`config.mk`:
```
export PLATFORM = sky130hd
export DESIGN_NAME = parking_ledger
export DESIGN_NICKNAME = d
export VERILOG_FILES = /design/src/rtl/parking_pkg.sv /design/src/rtl/parking_fee_calc.sv /design/src/rtl/parking_ledger.sv
export SDC_FILE = /design/constraint.sdc
export NUM_CORES = 1
export LEC_CHECK = 0
export BUFFER_PORTS_ARGS = -buffer_cell sky130_fd_sc_hd__buf_2
export CORE_MARGIN = 8
export CORE_UTILIZATION = 50
export DETAILED_ROUTE_END_ITERATION = 12
export PLACE_DENSITY = 0.69
export SYNTH_ARGS = -nofsm -noshare
export SYNTH_HDL_FRONTEND = slang
export SYNTH_SLANG_ARGS = --single-unit
```
`constraint.sdc`:
```
create_clock -name clk -period 9 [get_ports clk]
set_clock_uncertainty 0.15 [all_clocks]
set_input_delay 0.45 -clock clk [delete_from_list [all_inputs] [get_ports clk]]
set_output_delay 0.45 -clock clk [all_outputs]
set_load 0.02 [all_outputs]
```
`src/rtl/parking_pkg.sv`:
```
// Shared types and helpers for the parking slot ledger.
package parking_pkg;

    typedef enum logic [1:0] {
        IDLE,
        LOOKUP,
        CALC,
        DONE
    } state_t;

    localparam int DEFAULT_N_SLOTS = 6;
    localparam int DEFAULT_SLOT_W  = 4;
    localparam int DEFAULT_TIME_W  = 11;
    localparam int DEFAULT_FEE_W   = 16;
    localparam int DEFAULT_RATE    = 1;
    localparam int DEFAULT_GRACE   = 0;

    // Slot IDs are 1-based; 0 is reserved as "no slot".
    function automatic logic slot_valid(input logic [31:0] slot, input int n_slots);
        return (slot != 32'd0) && (slot <= 32'(n_slots));
    endfunction

    function automatic logic fee_overflow(input logic [63:0] product, input int fee_w);
        return (fee_w < 64) && ((product >> fee_w) != 64'd0);
    endfunction

endpackage

```
`src/rtl/parking_fee_calc.sv`:
```
// Combinational fee: grace subtract, per-unit multiply and clamp to the fee width.
module parking_fee_calc
    import parking_pkg::*;
#(
    parameter int TIME_W = DEFAULT_TIME_W,
    parameter int FEE_W  = DEFAULT_FEE_W,
    parameter int RATE   = DEFAULT_RATE,
    parameter int GRACE  = DEFAULT_GRACE
) (
    input  logic [TIME_W-1:0] elapsed,
    output logic [FEE_W-1:0]  fee,
    output logic              sat
);

    // Wide enough that billable * RATE can never wrap.
    localparam int PROD_W = TIME_W + $clog2(RATE + 1);

    logic [PROD_W-1:0] billable;
    logic [PROD_W-1:0] product;

    // NOTE: every output is assigned a default first so no latch is inferred.
    always_comb begin
        billable = '0;
        if (32'(elapsed) > 32'(GRACE))
            billable = PROD_W'(32'(elapsed) - 32'(GRACE));
        product = billable * PROD_W'(RATE);
        sat     = fee_overflow(64'(product), FEE_W);
        fee     = sat ? '1 : FEE_W'(product);
    end

endmodule

```
`src/rtl/parking_ledger.sv`:
```
// N-slot parking ledger: check-in timestamps, wrap-safe elapsed time and billed fee.
module parking_ledger
    import parking_pkg::*;
#(
    parameter int N_SLOTS = DEFAULT_N_SLOTS,
    parameter int SLOT_W  = DEFAULT_SLOT_W,
    parameter int TIME_W  = DEFAULT_TIME_W,
    parameter int FEE_W   = DEFAULT_FEE_W,
    parameter int RATE    = DEFAULT_RATE,
    parameter int GRACE   = DEFAULT_GRACE
) (
    input  logic               clk,
    input  logic               rst,
    input  logic [TIME_W-1:0]  timer,
    input  logic               req_valid,
    input  logic [SLOT_W-1:0]  req_slot,
    output logic               req_ready,
    output logic               done,
    output logic               evt_in,
    output logic               evt_out,
    output logic               err,
    output logic [FEE_W-1:0]   fee,
    output logic               fee_sat,
    output logic [TIME_W-1:0]  elapsed,
    output logic [N_SLOTS-1:0] occupied,
    output logic [SLOT_W-1:0]  free_count
);

    state_t state, state_next;

    logic [SLOT_W-1:0]  slot_q;
    logic [TIME_W-1:0]  t_req;
    logic [TIME_W-1:0]  stamp [N_SLOTS];
    logic [TIME_W-1:0]  stay;
    logic               in_q, out_q, err_q, sat_q;

    logic [N_SLOTS-1:0] slot_sel;
    logic [TIME_W-1:0]  slot_stamp;
    logic               slot_ok, slot_busy;
    logic [FEE_W-1:0]   calc_fee;
    logic               calc_sat;

    // One-hot decode of the latched slot; an invalid ID decodes to all zeros.
    always_comb begin
        slot_sel   = '0;
        slot_stamp = '0;
        for (int i = 0; i < N_SLOTS; i++) begin
            slot_sel[i] = (slot_q == SLOT_W'(i + 1));
            if (slot_q == SLOT_W'(i + 1))
                slot_stamp = stamp[i];
        end
        slot_ok   = slot_valid(32'(slot_q), N_SLOTS);
        slot_busy = |(occupied & slot_sel);
    end

    parking_fee_calc #(
        .TIME_W (TIME_W),
        .FEE_W  (FEE_W),
        .RATE   (RATE),
        .GRACE  (GRACE)
    ) u_fee_calc (
        .elapsed (stay),
        .fee     (calc_fee),
        .sat     (calc_sat)
    );

    // NOTE: sequential state uses non-blocking assignments so every flop samples pre-edge values.
    always_ff @(posedge clk or posedge rst) begin
        if (rst)
            state <= IDLE;
        else
            state <= state_next;
    end

    always_comb begin
        state_next = state;
        case (state)
            IDLE:    if (req_valid) state_next = LOOKUP;
            LOOKUP:  state_next = (slot_ok && slot_busy) ? CALC : DONE;
            CALC:    state_next = DONE;
            DONE:    state_next = IDLE;
            default: state_next = IDLE;
        endcase
    end

    always_comb begin
        req_ready = (state == IDLE);
        done      = (state == DONE);
        evt_in    = (state == DONE) && in_q;
        evt_out   = (state == DONE) && out_q;
        err       = (state == DONE) && err_q;
        fee_sat   = (state == DONE) && sat_q;
    end

    // NOTE: the stamp array is plain flops, so it takes the asynchronous reset like any other register.
    always_ff @(posedge clk or posedge rst) begin
        if (rst) begin
            slot_q     <= '0;
            t_req      <= '0;
            stay       <= '0;
            elapsed    <= '0;
            fee        <= '0;
            occupied   <= '0;
            in_q       <= 1'b0;
            out_q      <= 1'b0;
            err_q      <= 1'b0;
            sat_q      <= 1'b0;
            free_count <= SLOT_W'(N_SLOTS);
            for (int i = 0; i < N_SLOTS; i++)
                stamp[i] <= '0;
        end else begin
            free_count <= SLOT_W'(N_SLOTS - $countones(occupied));
            case (state)
                IDLE: begin
                    in_q  <= 1'b0;
                    out_q <= 1'b0;
                    err_q <= 1'b0;
                    sat_q <= 1'b0;
                    if (req_valid) begin
                        slot_q <= req_slot;
                        t_req  <= timer;
                    end
                end
                LOOKUP: begin
                    if (!slot_ok) begin
                        err_q <= 1'b1;
                    end else if (!slot_busy) begin
                        for (int i = 0; i < N_SLOTS; i++)
                            if (slot_sel[i]) stamp[i] <= t_req;
                        occupied <= occupied | slot_sel;
                        in_q     <= 1'b1;
                        fee      <= '0;
                        sat_q    <= 1'b0;
                    end else begin
                        // Modular subtraction keeps timer wrap-around transparent.
                        stay <= t_req - slot_stamp;
                    end
                end
                CALC: begin
                    for (int i = 0; i < N_SLOTS; i++)
                        if (slot_sel[i]) stamp[i] <= '0;
                    occupied <= occupied & ~slot_sel;
                    fee      <= calc_fee;
                    sat_q    <= calc_sat;
                    elapsed  <= stay;
                    out_q    <= 1'b1;
                end
                default: ;
            endcase
        end
    end

endmodule

```
# Yosys cells after proc, flatten, opt, wreduce, memory -nomap -nowiden
# Index checks and enable logic that the tools add are counted.
[totals]
ff_bits = 135
in_bits = 18
out_inout_bits = 43
elab_cells = 122
[op_classes]
add_sub_neg = 7
n_lt_le_gt_ge = 2
n_eq_ne = 25
mux = 40
n_bitwise = 4
reduce_logical = 26
[op_table]
columns = ["cell", "count"]
rows = [
  ["11-bit two-way mux", 19],
  ["66-bit two-way mux", 2],
  ["66-bit case mux with 2 select lines", 1],
  ["16-bit two-way mux", 2],
  ["2-bit != test (second input constant)", 16],
  ["16-bit case mux with 2 select lines", 1],
  ["5-bit AND reduction", 6],
  ["6-bit bitwise AND", 2],
  ["4-bit by 3-bit == test with 1-bit output (second input constant)", 3],
  ["6-bit two-way mux", 2],
  ["6-bit case mux with 2 select lines", 1],
  ["3-bit AND reduction", 4],
  ["11-bit by 1-bit greater-than comparator with 1-bit output (second input constant)", 1],
  ["11-bit subtractor", 1],
  ["4-bit by 2-bit == test with 1-bit output (second input constant)", 2],
  ["1-bit case mux with 2 select lines", 4],
  ["2-bit case mux with 4 select lines", 1],
  ["2-bit nonzero test", 4],
  ["1-bit by 1-bit adder with 2-bit output", 3],
  ["1-bit logical AND", 6],
  ["1-bit two-way mux", 6],
  ["6-bit NOT", 1],
  ["6-bit OR", 1],
  ["6-bit OR reduction", 1],
  ["12 further kinds", 14],
]

# Longest topological paths before layout
[logic_depth]
word_depth = 8
ltp_mapped = 15
depth_no_buf = 13

# By module
# A second synthesis with hierarchy kept.
[hier_totals]
cells_unflattened = 556
area_unflattened_um2 = 6423.7
[by_module_without_submodules]
columns = ["module", "n_inst", "cells_each", "area_each_um2", "seq_area_each_um2"]
rows = [
  ["parking_ledger", 1, 538, 6333.6, 3355.7],
  ["parking_fee_calc", 1, 18, 90.1, 0.0],
]

# Worst setup path before layout
# No wires, ideal clock.
[synth_timing]
path_type = "flip-flop to flip-flop"
startpoint = "register slot_q[1]"
endpoint = "register stay[10]"
setup_time_ns = 0.083
arrival_time_ns = 2.968
required_time_ns = 8.767
path_slack_ns = 5.799
path_stages_with_launch = 15
path_buffers = 1
period_less_slack_ns = 3.201
cell_sequence = "dfrtp_1 buf_4 nand2b_1 nor2_1 a222oi_1 o21ai_0 ha_1 inv_1 fa_1 a211o_1 nand2_1 nand2_1 a31o_2 xor2_1 o21ai_0"
[synth_via]
elab_chain_len = 8
word_cells_on_any_way = 19
classes_between = "add/sub: 1; order compare: 1; eq/ne: 6; mux: 6; bitwise: 1; reduce/logical: 4"
[synth_rtl]
columns = ["element", "line", "source"]
rows = [
  ["start: declaration", "parking_ledger.sv:31", "logic [SLOT_W-1:0] slot_q;"],
  ["start signal: assignment", "parking_ledger.sv:120", "slot_q <= req_slot;"],
  ["4-bit by 1-bit == test with 1-bit output", "parking_ledger.sv:48, parking_ledger.sv:49", ""],
  ["11-bit two-way mux (6 in a row)", "parking_ledger.sv:49", "if (slot_q == SLOT_W'(i + 1))"],
  ["11-bit subtractor", "parking_ledger.sv:136", "stay <= t_req - slot_stamp;"],
  ["end signal: assignment", "parking_ledger.sv:136", ""],
  ["end: declaration", "parking_ledger.sv:34", "logic [TIME_W-1:0] stay;"],
]
# Several ways; a longest one is shown, not always the timed one.
# A chain may end at the register's enable or synchronous reset.

# Final worst setup path
[layout_timing]
startpoint = "register slot_q[0]"
endpoint = "register stay[10]"
# The elaborated chain is that of the path after synthesis.

==> results.md <==
* H-tree levels at 4
* Power Density at 415.4 nW/um^2
* Post-cts sizing count at 0
* Final std cell area, no fill at 7231 um^2
* Post-synthesis mux area share at 19.75%
* YS warnings at 0
* Synthesized cell area at 6285 um^2
* Hold Crit Class: input port to async pin
* Post-synthesis xor/xnor area fraction at 1.115%
* Antenna violations before repair at 0
* R2r startpoint: slot_q[0]
* DRT antenna net count at 0
* Average vias per placed instance at 5.418
* Rel. slew slack at 34.01%
* Worst Reg-to-Reg Cells at 13
* Placer Congestion at 0.8022
* Number of synthesized flops with an enable pin at 0
* GRT Util Overall at 17.91%
* Die Wd at 128.1 um
* P_leak at 3.389 nW
* Area of the core at 12,470 um^2
* Clock transition at path regs at 0.06 ns
* Vias in the first global route at 4,150
* Crit path time final at 3.953 ns
* DRC errors left at 0
* Largest family of logic cells by synthesized area: multiplexers
* Reg2reg setup slack at 5.05 ns
* Fin Setup TNS at 0 ns
* Synthesis-stage register bit count at 128
* Final Hold Fails at 39
* Crit start category: flip-flop
* Pre-CTS worst setup slack at 5.084 ns
* GR Overflow Total at 0
* Pwr Total at 3.004 mW
* Worst hold slack at -0.01406 ns
* Num CTS Buffers at 17
* Pre-antenna DRT Iters at 5
* Yosys top cell area share at 50.17%
* Setup Crit Path Kind: flip-flop to flip-flop
* Starting density of the core at 50.42%
* Layout cells sized above 1 at 32.98%
* CP max FO at 21
* CTS tree: built
* Largest net degree at the start of global routing at 75
* Most frequent cells after synthesis: dfrtp_1 (126), mux2_4 (54), nand2_1 (44), o21ai_0 (44), mux2_2 (32)
* Worst-Margin Slew at 0.9866 ns
* WL met2 at 6487 um
* Post-CTS Setup Repair Bufs at 0
* Post-synth ARST share at 100.0%
* Max_cap viols at 0
* Final setup viols at 0
* Routed length on met3 at 782 um
* Mean Syn Cell Area at 12.49 um^2
* Ports at 61
* Predominant post-synthesis flop cell: dfrtp_1
* # clock sinks at 128
* Layout Area Growth over Synthesis at 15.05%
* Post-Synth Simple-Gate Area at 9.158%
* Crit path setup slack, layout at 5.047 ns
* IO Port Bufs at 53
* WP data required at 9.18 ns
* Mean routed wirelength per cell at 18.55 um
* Synth Instances at 503
* Hold-fix buffers, CTS at 0
* Clock latency on the worst-skew pair at 0.42 ns
* Max layer used: met4
* Row count at 41
* Status: finished, violations left
* Fin nets at 591
* Maximum buffer depth of the clock tree at 2
* FF-to-FF End: stay[10]
* Worst Path Arrival at 4.13 ns
* Yosys cell types at 48
* Adder-cell share of the synthesized area at 4.260%
* Antenna Cells at 0
* Fmax at 253.0 MHz
* Synth top area cells: dfrtp_1 (50%), mux2_4 (13%), mux2_2 (5.7%)
* Most common cell in the netlist: dfrtp_1
* Global-route wire length before repair at 22,670 um
* Dpl cell area at 6609 um^2
* Die height at 128.1 um
* Final period util at 43.92%
* Wl on met1 at 6145 um
* Compound-Gate Fraction of Synth Area at 9.855%
* Post-DP HPWL at 9060 um
* Initial DRC count at 476
* RSZ-0062 raised after global routing: false
* Sequential fraction of the synthesis area at 51.01%
* CP Capture Type: flip-flop
* Largest area contributor in the netlist: dfrtp_1
* Final cell count without fillers at 739
* Vias at 4,004
* Die area at 16,410 um^2
* Placed Cells at 707
* Root Buffer: clkbuf_16
* Peak VDD IR at 0.0001517 V
* Failing checks: negative hold slack
* Drt total wl at 13,710 um
* Final Max Tran Viols at 0
==> layer usage <==
metal  vias to the layer above  GRT usage, %
li1                       1865             -
met1                      1997         23.05
met2                       116         28.19
met3                        26         4.742
met4                         0         7.133
met5                         -             0
==> kinds of logic after synthesis <==
| logic type | count (synthesis) |
|---|---|
| flip-flops | 128 |
| AND/OR/NAND/NOR | 106 |
| multiplexers | 93 |
| AO/OA/AOI/OAI | 92 |
| buffers and inverters | 56 |
| adder cells (fa/ha/maj) | 19 |
| XOR/XNOR | 8 |
| other | 1 |
==> where the power goes <==
part	leakage [nW]	total (mW)	switching (mW)	internal, mW
logic	1.45	1.26	0.696	0.563
registers	1.64	1.02	0.188	0.831
clock network	0.296	0.724	0.262	0.463
==> registers in the layout, summed over array words and instances, names as in the netlist, 2 cells and up, named ones only <==
register    flops
state           2
slot_q          4
free_count      3
t_req          11
elapsed        11
stay           11
fee            11
stamp          66
==> critical path, stage by stage, from the launching register on <==
cell	delay [ns]
dfrtp_1	0.71
nand2b_1	0.32
nor2_1	0.66
a222oi_1	0.23
o21ai_0	0.12
ha_1	0.19
inv_1	0.05
fa_1	0.42
a211o_1	0.28
nand2_1	0.10
nand2_1	0.08
a31o_2	0.26
xor2_1	0.13
o21ai_0	0.15
==> stage by stage <==
stage / util, % / hold WS [ns]
2_1_floorplan: - / 0.2910
3_3_place_gp: 53.02 / 0.3045
3_5_place_dp: 53.02 / 0.3155
4_1_cts: 58.00 / 0.006503
5_1_grt: 58.00 / 0.06268
6_report: 58.00 / -0.01406
==> cell usage in the layout, fill, tap and decap left out, types with 5 or more instances in the layout <==
| cell type | n |
|---|---|
| dfrtp_1 | 126 |
| mux2_4 | 54 |
| buf_2 | 53 |
| nand2_1 | 44 |
| o21ai_0 | 44 |
| mux2_2 | 32 |
| inv_1 | 25 |
| clkbuf_16 | 17 |
| ha_1 | 15 |
| nor2b_1 | 12 |
| nor2_1 | 10 |
| a22oi_1 | 10 |
| a222oi_1 | 10 |
| nand2b_1 | 9 |
| nand3_1 | 9 |
| mux2i_1 | 7 |
| conb_1 | 7 |
| xor2_1 | 6 |
| nand3b_1 | 5 |
| a21oi_1 | 5 |
==> worst max-delay path by stage <==
stage	startpoint	end	slack, ns	depth (start not counted)
2_1_floorplan	rst	async pin	4.99	1
3_3_place_gp	slot_q[0]	stay[10]	5.20	13
3_5_place_dp	slot_q[0]	stay[10]	5.08	13
4_1_cts	slot_q[0]	stay[10]	5.06	13
5_1_grt	slot_q[0]	stay[7]	4.71	12
6_report	slot_q[0]	stay[10]	5.05	13
==> final cells by class <==
| cell class | instances | area, um^2 |
|---|---|---|
| Timing Repair Buffer | 56 | 287.8 |
| Tap cell | 172 | 215.2 |
| Fill cell | 1024 | 5235 |
| Clock buffer | 18 | 429.2 |
| Clock inverter | 14 | 192.7 |
| Inverter | 26 | 100.1 |
| Sequential cell | 128 | 3206 |
| Multi-Input combinational cell | 325 | 2800 |
No activity file was read; power rests on OpenSTA's default activity.
